[src/rtl/stream_mux_pkg.sv]
// Shared constants and helpers for the stream multiplexer.
package stream_mux_pkg;

    localparam logic MODE_SEL = 1'b0;
    localparam logic MODE_RR  = 1'b1;
    localparam int   CNT_W    = 16;

    // Modulo-ch increment of a channel index.
    function automatic int next_idx(input int idx, input int ch);
        return (idx >= ch - 1) ? 0 : idx + 1;
    endfunction

endpackage

[src/rtl/stream_mux_rr_arbiter.sv]
// Round-robin arbiter. The search starts at the channel after ptr and wraps.
// This block is combinational only.
module rr_arbiter
    import stream_mux_pkg::*;
#(
    parameter  int CH = 4,
    localparam int SW = $clog2(CH)
) (
    input  logic [CH-1:0] req,
    input  logic [SW-1:0] ptr,
    output logic [SW-1:0] gnt,
    output logic          gnt_vld
);

    always_comb begin
        int              idx;
        logic [SW-1:0]   idx_s;
        gnt     = '0;
        gnt_vld = 1'b0;
        idx     = int'(ptr);
        idx_s   = '0;
        // The lowest offset from ptr wins. Later hits are ignored once one is found.
        for (int k = 0; k < CH; k++) begin
            idx   = next_idx(idx, CH);
            idx_s = SW'(idx);
            if (!gnt_vld && req[idx_s]) begin
                gnt     = idx_s;
                gnt_vld = 1'b1;
            end
        end
    end

endmodule

[src/rtl/stream_mux.sv]
// Registered CH-to-1 valid/ready stream mux with explicit-select and round-robin modes.
// Optional transfer counter port xfer_cnt when STREAM_MUX_CNT_EN is defined.
module stream_mux
    import stream_mux_pkg::*;
#(
    parameter  int CH = 4,
    parameter  int W  = 8,
    localparam int SW = $clog2(CH)
) (
    input  logic            clk,
    input  logic            rst_n,
    input  logic            en,
    input  logic            mode,
    input  logic [SW-1:0]   sel,
    input  logic [CH*W-1:0] in_data,
    input  logic [CH-1:0]   in_valid,
    output logic [CH-1:0]   in_ready,
    output logic [W-1:0]    out_data,
    output logic [SW-1:0]   out_ch,
    output logic            out_valid,
    input  logic            out_ready
`ifdef STREAM_MUX_CNT_EN
    ,
    output logic [CNT_W-1:0] xfer_cnt
`endif
);

    logic [W-1:0]  out_data_q, out_data_d;
    logic [SW-1:0] out_ch_q, out_ch_d;
    logic          out_valid_q, out_valid_d;
    logic [SW-1:0] ptr_q, ptr_d;

    logic [SW-1:0] rr_gnt, gnt;
    logic          rr_gnt_vld, gnt_vld;
    logic          can_load, load;

    rr_arbiter #(.CH(CH)) u_rr (
        .req     (in_valid),
        .ptr     (ptr_q),
        .gnt     (rr_gnt),
        .gnt_vld (rr_gnt_vld)
    );

    always_comb begin
        gnt     = sel;
        gnt_vld = 1'b0;
        if (mode == MODE_RR) begin
            gnt     = rr_gnt;
            gnt_vld = rr_gnt_vld;
        end else if (int'(sel) < CH) begin
            gnt_vld = in_valid[sel];
        end
    end

    assign can_load = ~out_valid_q | out_ready;

    // Gating with rst_n keeps producers from handing over words while the register is held in reset.
    for (genvar gi = 0; gi < CH; gi++) begin : g_ready
        assign in_ready[gi] = rst_n & en & can_load & gnt_vld & (gnt == SW'(gi));
    end

    assign load = |(in_valid & in_ready);

    always_comb begin
        out_data_d  = out_data_q;
        out_ch_d    = out_ch_q;
        out_valid_d = out_valid_q;
        ptr_d       = ptr_q;
        if (load) begin
            out_data_d  = in_data[int'(gnt)*W +: W];
            out_ch_d    = gnt;
            out_valid_d = 1'b1;
            if (mode == MODE_RR) ptr_d = gnt;
        end else if (out_ready) begin
            out_valid_d = 1'b0;
        end
    end

    always_ff @(posedge clk or negedge rst_n) begin
        if (!rst_n) begin
            out_data_q  <= '0;
            out_ch_q    <= '0;
            out_valid_q <= 1'b0;
            ptr_q       <= SW'(CH - 1);
        end else begin
            out_data_q  <= out_data_d;
            out_ch_q    <= out_ch_d;
            out_valid_q <= out_valid_d;
            ptr_q       <= ptr_d;
        end
    end

    assign out_data  = out_data_q;
    assign out_ch    = out_ch_q;
    assign out_valid = out_valid_q;

`ifdef STREAM_MUX_CNT_EN
    logic [CNT_W-1:0] cnt_q, cnt_d;

    always_comb begin
        cnt_d = cnt_q;
        if (out_valid_q && out_ready && cnt_q != '1) cnt_d = cnt_q + 1'b1;
    end

    always_ff @(posedge clk or negedge rst_n) begin
        if (!rst_n) cnt_q <= '0;
        else        cnt_q <= cnt_d;
    end

    assign xfer_cnt = cnt_q;
`endif

endmodule

[config.mk]
export PLATFORM = sky130hd
export DESIGN_NAME = stream_mux
export DESIGN_NICKNAME = d
export VERILOG_FILES = /design/src/rtl/stream_mux_pkg.sv /design/src/rtl/stream_mux_rr_arbiter.sv /design/src/rtl/stream_mux.sv
export SDC_FILE = /design/constraint.sdc
export NUM_CORES = 1
export LEC_CHECK = 0
export ABC_AREA = 1
export CAP_MARGIN = 10
export CELL_PAD_IN_SITES_DETAIL_PLACEMENT = 0
export CELL_PAD_IN_SITES_GLOBAL_PLACEMENT = 1
export CORE_UTILIZATION = 29
export CTS_CLUSTER_DIAMETER = 30
export DETAILED_ROUTE_END_ITERATION = 6
export GPL_TIMING_DRIVEN = 1
export PLACE_DENSITY_LB_ADDON = 0.1
export SLEW_MARGIN = 20
export SYNTH_ARGS = -nofsm -noshare
export SYNTH_HDL_FRONTEND = slang
export SYNTH_SLANG_ARGS = --single-unit
[constraint.sdc]
create_clock -name clk -period 4.4 [get_ports clk]
set_input_delay 0.88 -clock clk [delete_from_list [all_inputs] [get_ports clk]]
set_output_delay 0.88 -clock clk [all_outputs]
set_load 0.005 [all_outputs]
**Word level (Yosys, flattened, before mapping)**

Index checks and enable logic that the tools add are counted.

- Bits in registers: 13
- Input port bits: 43
- Word-level logic and storage cells: 67

- $add $sub $neg: 4
- Magnitude comparators: 9
- Eq/ne operators: 3
- Shift-type cells: 1
- Multiplexer cells: 26
- Bitwise gates (word level): 10
- Reductions and logical operators: 10

Operator list:

| operator | count |
|---|---|
| >= comparator 32 x 3 -> 1 bit (second input constant) | 3 |
| two-way mux 32 bit | 3 |
| adder 32 x 2 -> 32 bit (second input constant) | 2 |
| indexed part select 32 x 6 -> 8 bit | 1 |
| less-than comparator 2 x 3 -> 1 bit (second input constant) | 5 |
| two-way mux 1 bit | 12 |
| two-way mux 2 bit | 6 |
| binary-select mux 1 bit (select 2 bit) | 5 |
| AND 1 bit | 7 |
| AND 4 bit | 1 |
| equality test 2 bit (second input constant) | 2 |
| OR reduction 4 bit | 1 |
| adder 2 x 1 -> 3 bit (second input constant) | 1 |
| logical AND 1 bit | 3 |
| zero test 1 bit | 3 |
| adder 2 bit (second input constant) | 1 |
| equality test 2 x 1 -> 1 bit (second input constant) | 1 |
| >= comparator 2 bit (second input constant) | 1 |
| zero test 2 bit | 1 |
| AND reduction 2 bit | 1 |
| nonzero test 2 bit | 1 |
| NOT 1 bit | 1 |
| OR 1 bit | 1 |

**Longest topological paths before layout**

- Depth in word-level cells: 20
- Gate-level depth with buffers: 20

**By module**

Synthesis repeated with hierarchy kept, for this count alone.

- Cell total of the unflattened synthesis: 187
- Area total of the unflattened synthesis: 1291.2 um^2

Modules (own cells, without submodules):

| module | times used | cells each | area an instance (um^2) |
|---|---|---|---|
| stream_mux | 1 | 129 | 988.4 |
| rr_arbiter | 1 | 58 | 302.8 |

**Least setup slack after synthesis**

No wires, ideal clock.

- Path type: input port to output port
- From: input port mode
- To: output port in_ready[0]
- Data arrival time: 2.114 ns
- Required time: 3.520 ns
- Setup slack: 1.406 ns
- Stages on the path: 9
- Path through: buf_2 inv_1 nand2_1 a21oi_1 a21oi_1 nand2_1 nor2_1 inv_1 nor3_1

- Longest elaborated chain between the ends: 3
- Elaborated cells on any way between the ends: 5

RTL lines:

| element | line | RTL |
|---|---|---|
| from (decl) | stream_mux.sv:13 | `input logic mode,` |
| two-way mux 1 bit or two-way mux 2 bit (tied branches) | stream_mux.sv:47 | `if (mode == MODE_RR) begin` |
| AND 1 bit or zero test 2 bit (tied branches) | stream_mux.sv:59 | `assign in_ready[gi] = rst_n & en & can_load & gnt_vld & (gnt == SW'(gi));` |
| AND 1 bit (*) | stream_mux.sv:59 |  |
| to (decl) | stream_mux.sv:17 | `output logic [CH-1:0] in_ready,` |

Mark *: on every way between the ends. The rest lies on a longest branch, timed or not.

**Worst setup path in the final report**

- From: input port in_valid[0]
- To: output port in_ready[3]

- Longest elaborated chain between the ends: 15
- Elaborated cells on any way between the ends: 29

RTL lines:

| element | line | RTL |
|---|---|---|
| from (decl) | stream_mux.sv:16 | `input logic [CH-1:0] in_valid,` |
| binary-select mux 1 bit (select 2 bit) | stream_mux_rr_arbiter.sv:26 | `if (!gnt_vld && req[idx_s]) begin` |
| two-way mux 1 bit (not written as such) | stream_mux_rr_arbiter.sv:26 |  |
| two-way mux 1 bit | stream_mux_rr_arbiter.sv:26 |  |
| zero test 1 bit | stream_mux_rr_arbiter.sv:26 |  |
| logical AND 1 bit | stream_mux_rr_arbiter.sv:26 |  |
| two-way mux 1 bit | stream_mux_rr_arbiter.sv:26 |  |
| zero test 1 bit | stream_mux_rr_arbiter.sv:26 |  |
| logical AND 1 bit | stream_mux_rr_arbiter.sv:26 |  |
| two-way mux 1 bit | stream_mux_rr_arbiter.sv:26 |  |
| zero test 1 bit | stream_mux_rr_arbiter.sv:26 |  |
| logical AND 1 bit | stream_mux_rr_arbiter.sv:26 |  |
| two-way mux 2 bit or two-way mux 1 bit (tied branches) | stream_mux_rr_arbiter.sv:26 |  |
| two-way mux 2 bit or two-way mux 1 bit (tied branches) | stream_mux.sv:47 |  |
| equality test 2 bit or AND 1 bit (tied branches) | stream_mux.sv:59 |  |
| AND 1 bit (*) | stream_mux.sv:59 |  |

Mark *: on every way between the ends. The rest lies on a longest branch, timed or not. The select of a mux whose other input is x is not followed.

==> impl_metrics.yaml <==
die:
  full_die_area_um2: 4490
  chipWidth_um: 67.0
  die_h_um: 67.0
  placementRows: 23
  initial_utilization: 0.304
  num_io_pins: 58
  coreArea_um2: 4030
setup_path:
  crit_top_cell: "nand2_1"
  cell_breakdown_of_the_critical_path: "clkdlybuf4s50_1 -> inv_1 -> nand2_1 -> nand2_1 -> nand2_1 -> nand2_1 -> nand3b_1 -> nand3_1 -> nand2_1 -> nand2_1 -> nand2_2 -> nor3_1 -> clkdlybuf4s50_1"
  critPathKind: "in -> out"
  cp_slowest_cell: "clkdlybuf4s50_1"
  reg2reg_to: "out_ch[0]"
  worstPathMaxFanout: 6
  critical_path.endpoint_type: "output pin"
  reg2reg_depth: 14
  cp_slowest_stage_delay_ps: 570
  reg2reg_launch_point: "ptr_q[0]"
  worstSetupStartpoint: "in_valid[0]"
  crit_path_end: "in_ready[3]"
  reg2reg_setup_slack_ps: 1540
  cp.required_ps: 3520
  critical_path.startpoint_type: "primary input"
  cp_data_arrival_time_ps: 3060
clock_tree:
  cts_root_buf: "clkbuf_8"
  worstSkewPairLatency_ps: 240
  cts.clk_slew.worst_paths_ps: 50
  tritoncts: "yes"
  max-clock-path-buffers: 2
  post-cts-setup-buffers: 0
  htree_num_levels: 1
  post_cts.resized_instances: 0
  cts_num_sinks: 13
  postCtsHoldBufs: 0
  tritoncts.num_buffers: 3
final_layout:
  area.growth.synth_to_final_pct: 55.0
  antenna_diode_instance_count: 0
  layout_common_cells: "98 x nand2_1, 57 x clkdlybuf4s50_1, 13 x nand4_1"
  layout.filler_cells: 449
  layout.cells.most_common: "nand2_1"
  final-seq-area_um2: 328
  total_number_of_nets_in_the_final_design: 302
  post_route_cells_drive_above_1_share: 0.136
  multi_input_area_um2: 798
timing:
  clock-skew-final_ps: 2.40
  slew_viol_final: 0
  hold_viol_final: 0
  unrepaired_setup_endpoints_after_global_routing: "no"
  hold_ws_ps: 459
  period_share: 0.896
  setup_viol: 0
  max_slew.worst_pin.slew_ps: 345
  slew_headroom: 0.769
  totalNegativeSetupSlack_ps: 0
  fmaxAchievable_mhz: 254
  period_minus_slack_ps: 3940
  fin_ws_ps: 457
logic_synthesis:
  seq_total_area_yosys: 0.268
  synth.lib_cells_used.distinct: 27
  yosysWarningCount: 0
  syn-instance-count: 196
  netlist_area_um2: 1220
  postSynthAreaPerCell_um2: 6.25
  postSynthNetCount: 240
  yosys_register_bits: 13
global_route:
  antenna_found_initial: 0
  globalRouteTotalUtil: 0.172
  grt_remaining_overflow: 0
  grt_max_degree: 14
  first_global_vias: 1378
  grt_pass1_wl_um: 5860
place:
  pre_cts_ws_ps: 470
  numPortBuffers: 57
  dp.final_hpwl_um: 2970
  gpl.final_weighted_congestion: 0.726
min_path:
  tightest_hold_check_type: "reg -> reg"
detailed_routing:
  drt_iter0_markers: 33
  first_pass_iters: 4
  drc: 0
  post_drt_wl_per_cell_um: 11.7
  vias_after_detailed_routing: 1439
  finalWirelength_um: 3590
  viasPerCell: 4.69
  drt_antenna_net_count: 0
power_and_ir_drop:
  vdd_ir_drop_max_mv: 0.241
  cellPowerDensity_nw_per_um2: 649
  power.static_leakage_uw: 0.000903
status:
  outcome: "complete, no violations"
flow_run:
  max-cap-violations: 0
[registers in the layout (all words and copies together), names as in the netlist]
register / count
out_valid: 1
out_data: 8
out_ch: 2
ptr_q: 2
[how the worst min path moves through the flow]
stage | depth (start not counted) | endpoint | slack (ps) | startpoint
finish | 2 | ptr_q[1] | 460 | ptr_q[1]
global route | 2 | ptr_q[1] | 470 | ptr_q[1]
CTS | 2 | ptr_q[1] | 460 | ptr_q[1]
detailed placement | 2 | ptr_q[1] | 450 | ptr_q[1]
global placement | 2 | ptr_q[1] | 460 | ptr_q[1]
floorplan | 2 | ptr_q[1] | 440 | ptr_q[1]
[cell usage after synthesis, drive strengths merged]
master | n | area (um^2)
a21oi | 2 | 10.0
nor3 | 4 | 20.0
dfrtp | 11 | 275
nand4 | 13 | 81.3
inv | 19 | 71.3
nand3 | 13 | 75.1
o21ai | 6 | 33.8
dfstp | 2 | 52.6
buf | 3 | 27.5
nand3b | 1 | 7.51
ha | 1 | 12.5
nand2 | 108 | 459
nor2 | 10 | 76.3
a211oi | 1 | 7.51
o211ai | 1 | 7.51
nor3b | 1 | 7.51
[metrics by stage]
step | cell area, um^2 | std cells | total power (uW) | utilization
2_1_floorplan | 1220 | 196 | 851 | -
3_3_place_gp | 1850 | 303 | 1150 | 0.460
3_5_place_dp | 1850 | 303 | 1140 | 0.460
4_1_cts | 1900 | 307 | 1250 | 0.471
5_1_grt | 1900 | 307 | 1360 | 0.471
6_report | 1900 | 307 | 1230 | 0.471
[layer usage]
layer  GRT usage  share of wire  vias up  routed length, um
met2       0.351           0.54       36               1930
met1       0.175           0.41      651               1480
met4      0.0160         0.0031        0                 11
li1            -              -      750                  -
met3      0.0479          0.047        2                168
met5           0              0        -                  0
[cell families (layout without fill, tap and decap cells)]
| group | after synthesis | after routing | synth area share |
|---|---|---|---|
| buf+inv | 22 | 83 | 0.0807 |
| compound gates | 10 | 10 | 0.0480 |
| simple gates | 150 | 150 | 0.593 |
| fa+ha+maj | 1 | 1 | 0.0102 |
| flops | 13 | 13 | 0.268 |
[critical path, delay by kind of cell]
family / cells / cell delay [ps]
buffers and inverters: 3 / 1180
AND/OR/NAND/NOR: 10 / 1010
[layout make-up]
type,instances,share of cell area
clock buffers,4,0.0237
inverters,19,0.0376
multi-input cells,161,0.421
flip-flops and latches,13,0.173
well taps,50,0.0330
repair buffers,60,0.312
[where the power goes]
| group | switching (uW) | internal (uW) |
|---|---|---|
| logic | 543 | 357 |
| clock network | 39.7 | 63.8 |
| registers | 45.1 | 182 |
| total | 628 | 603 |
No activity file was read; power rests on OpenSTA's default activity.
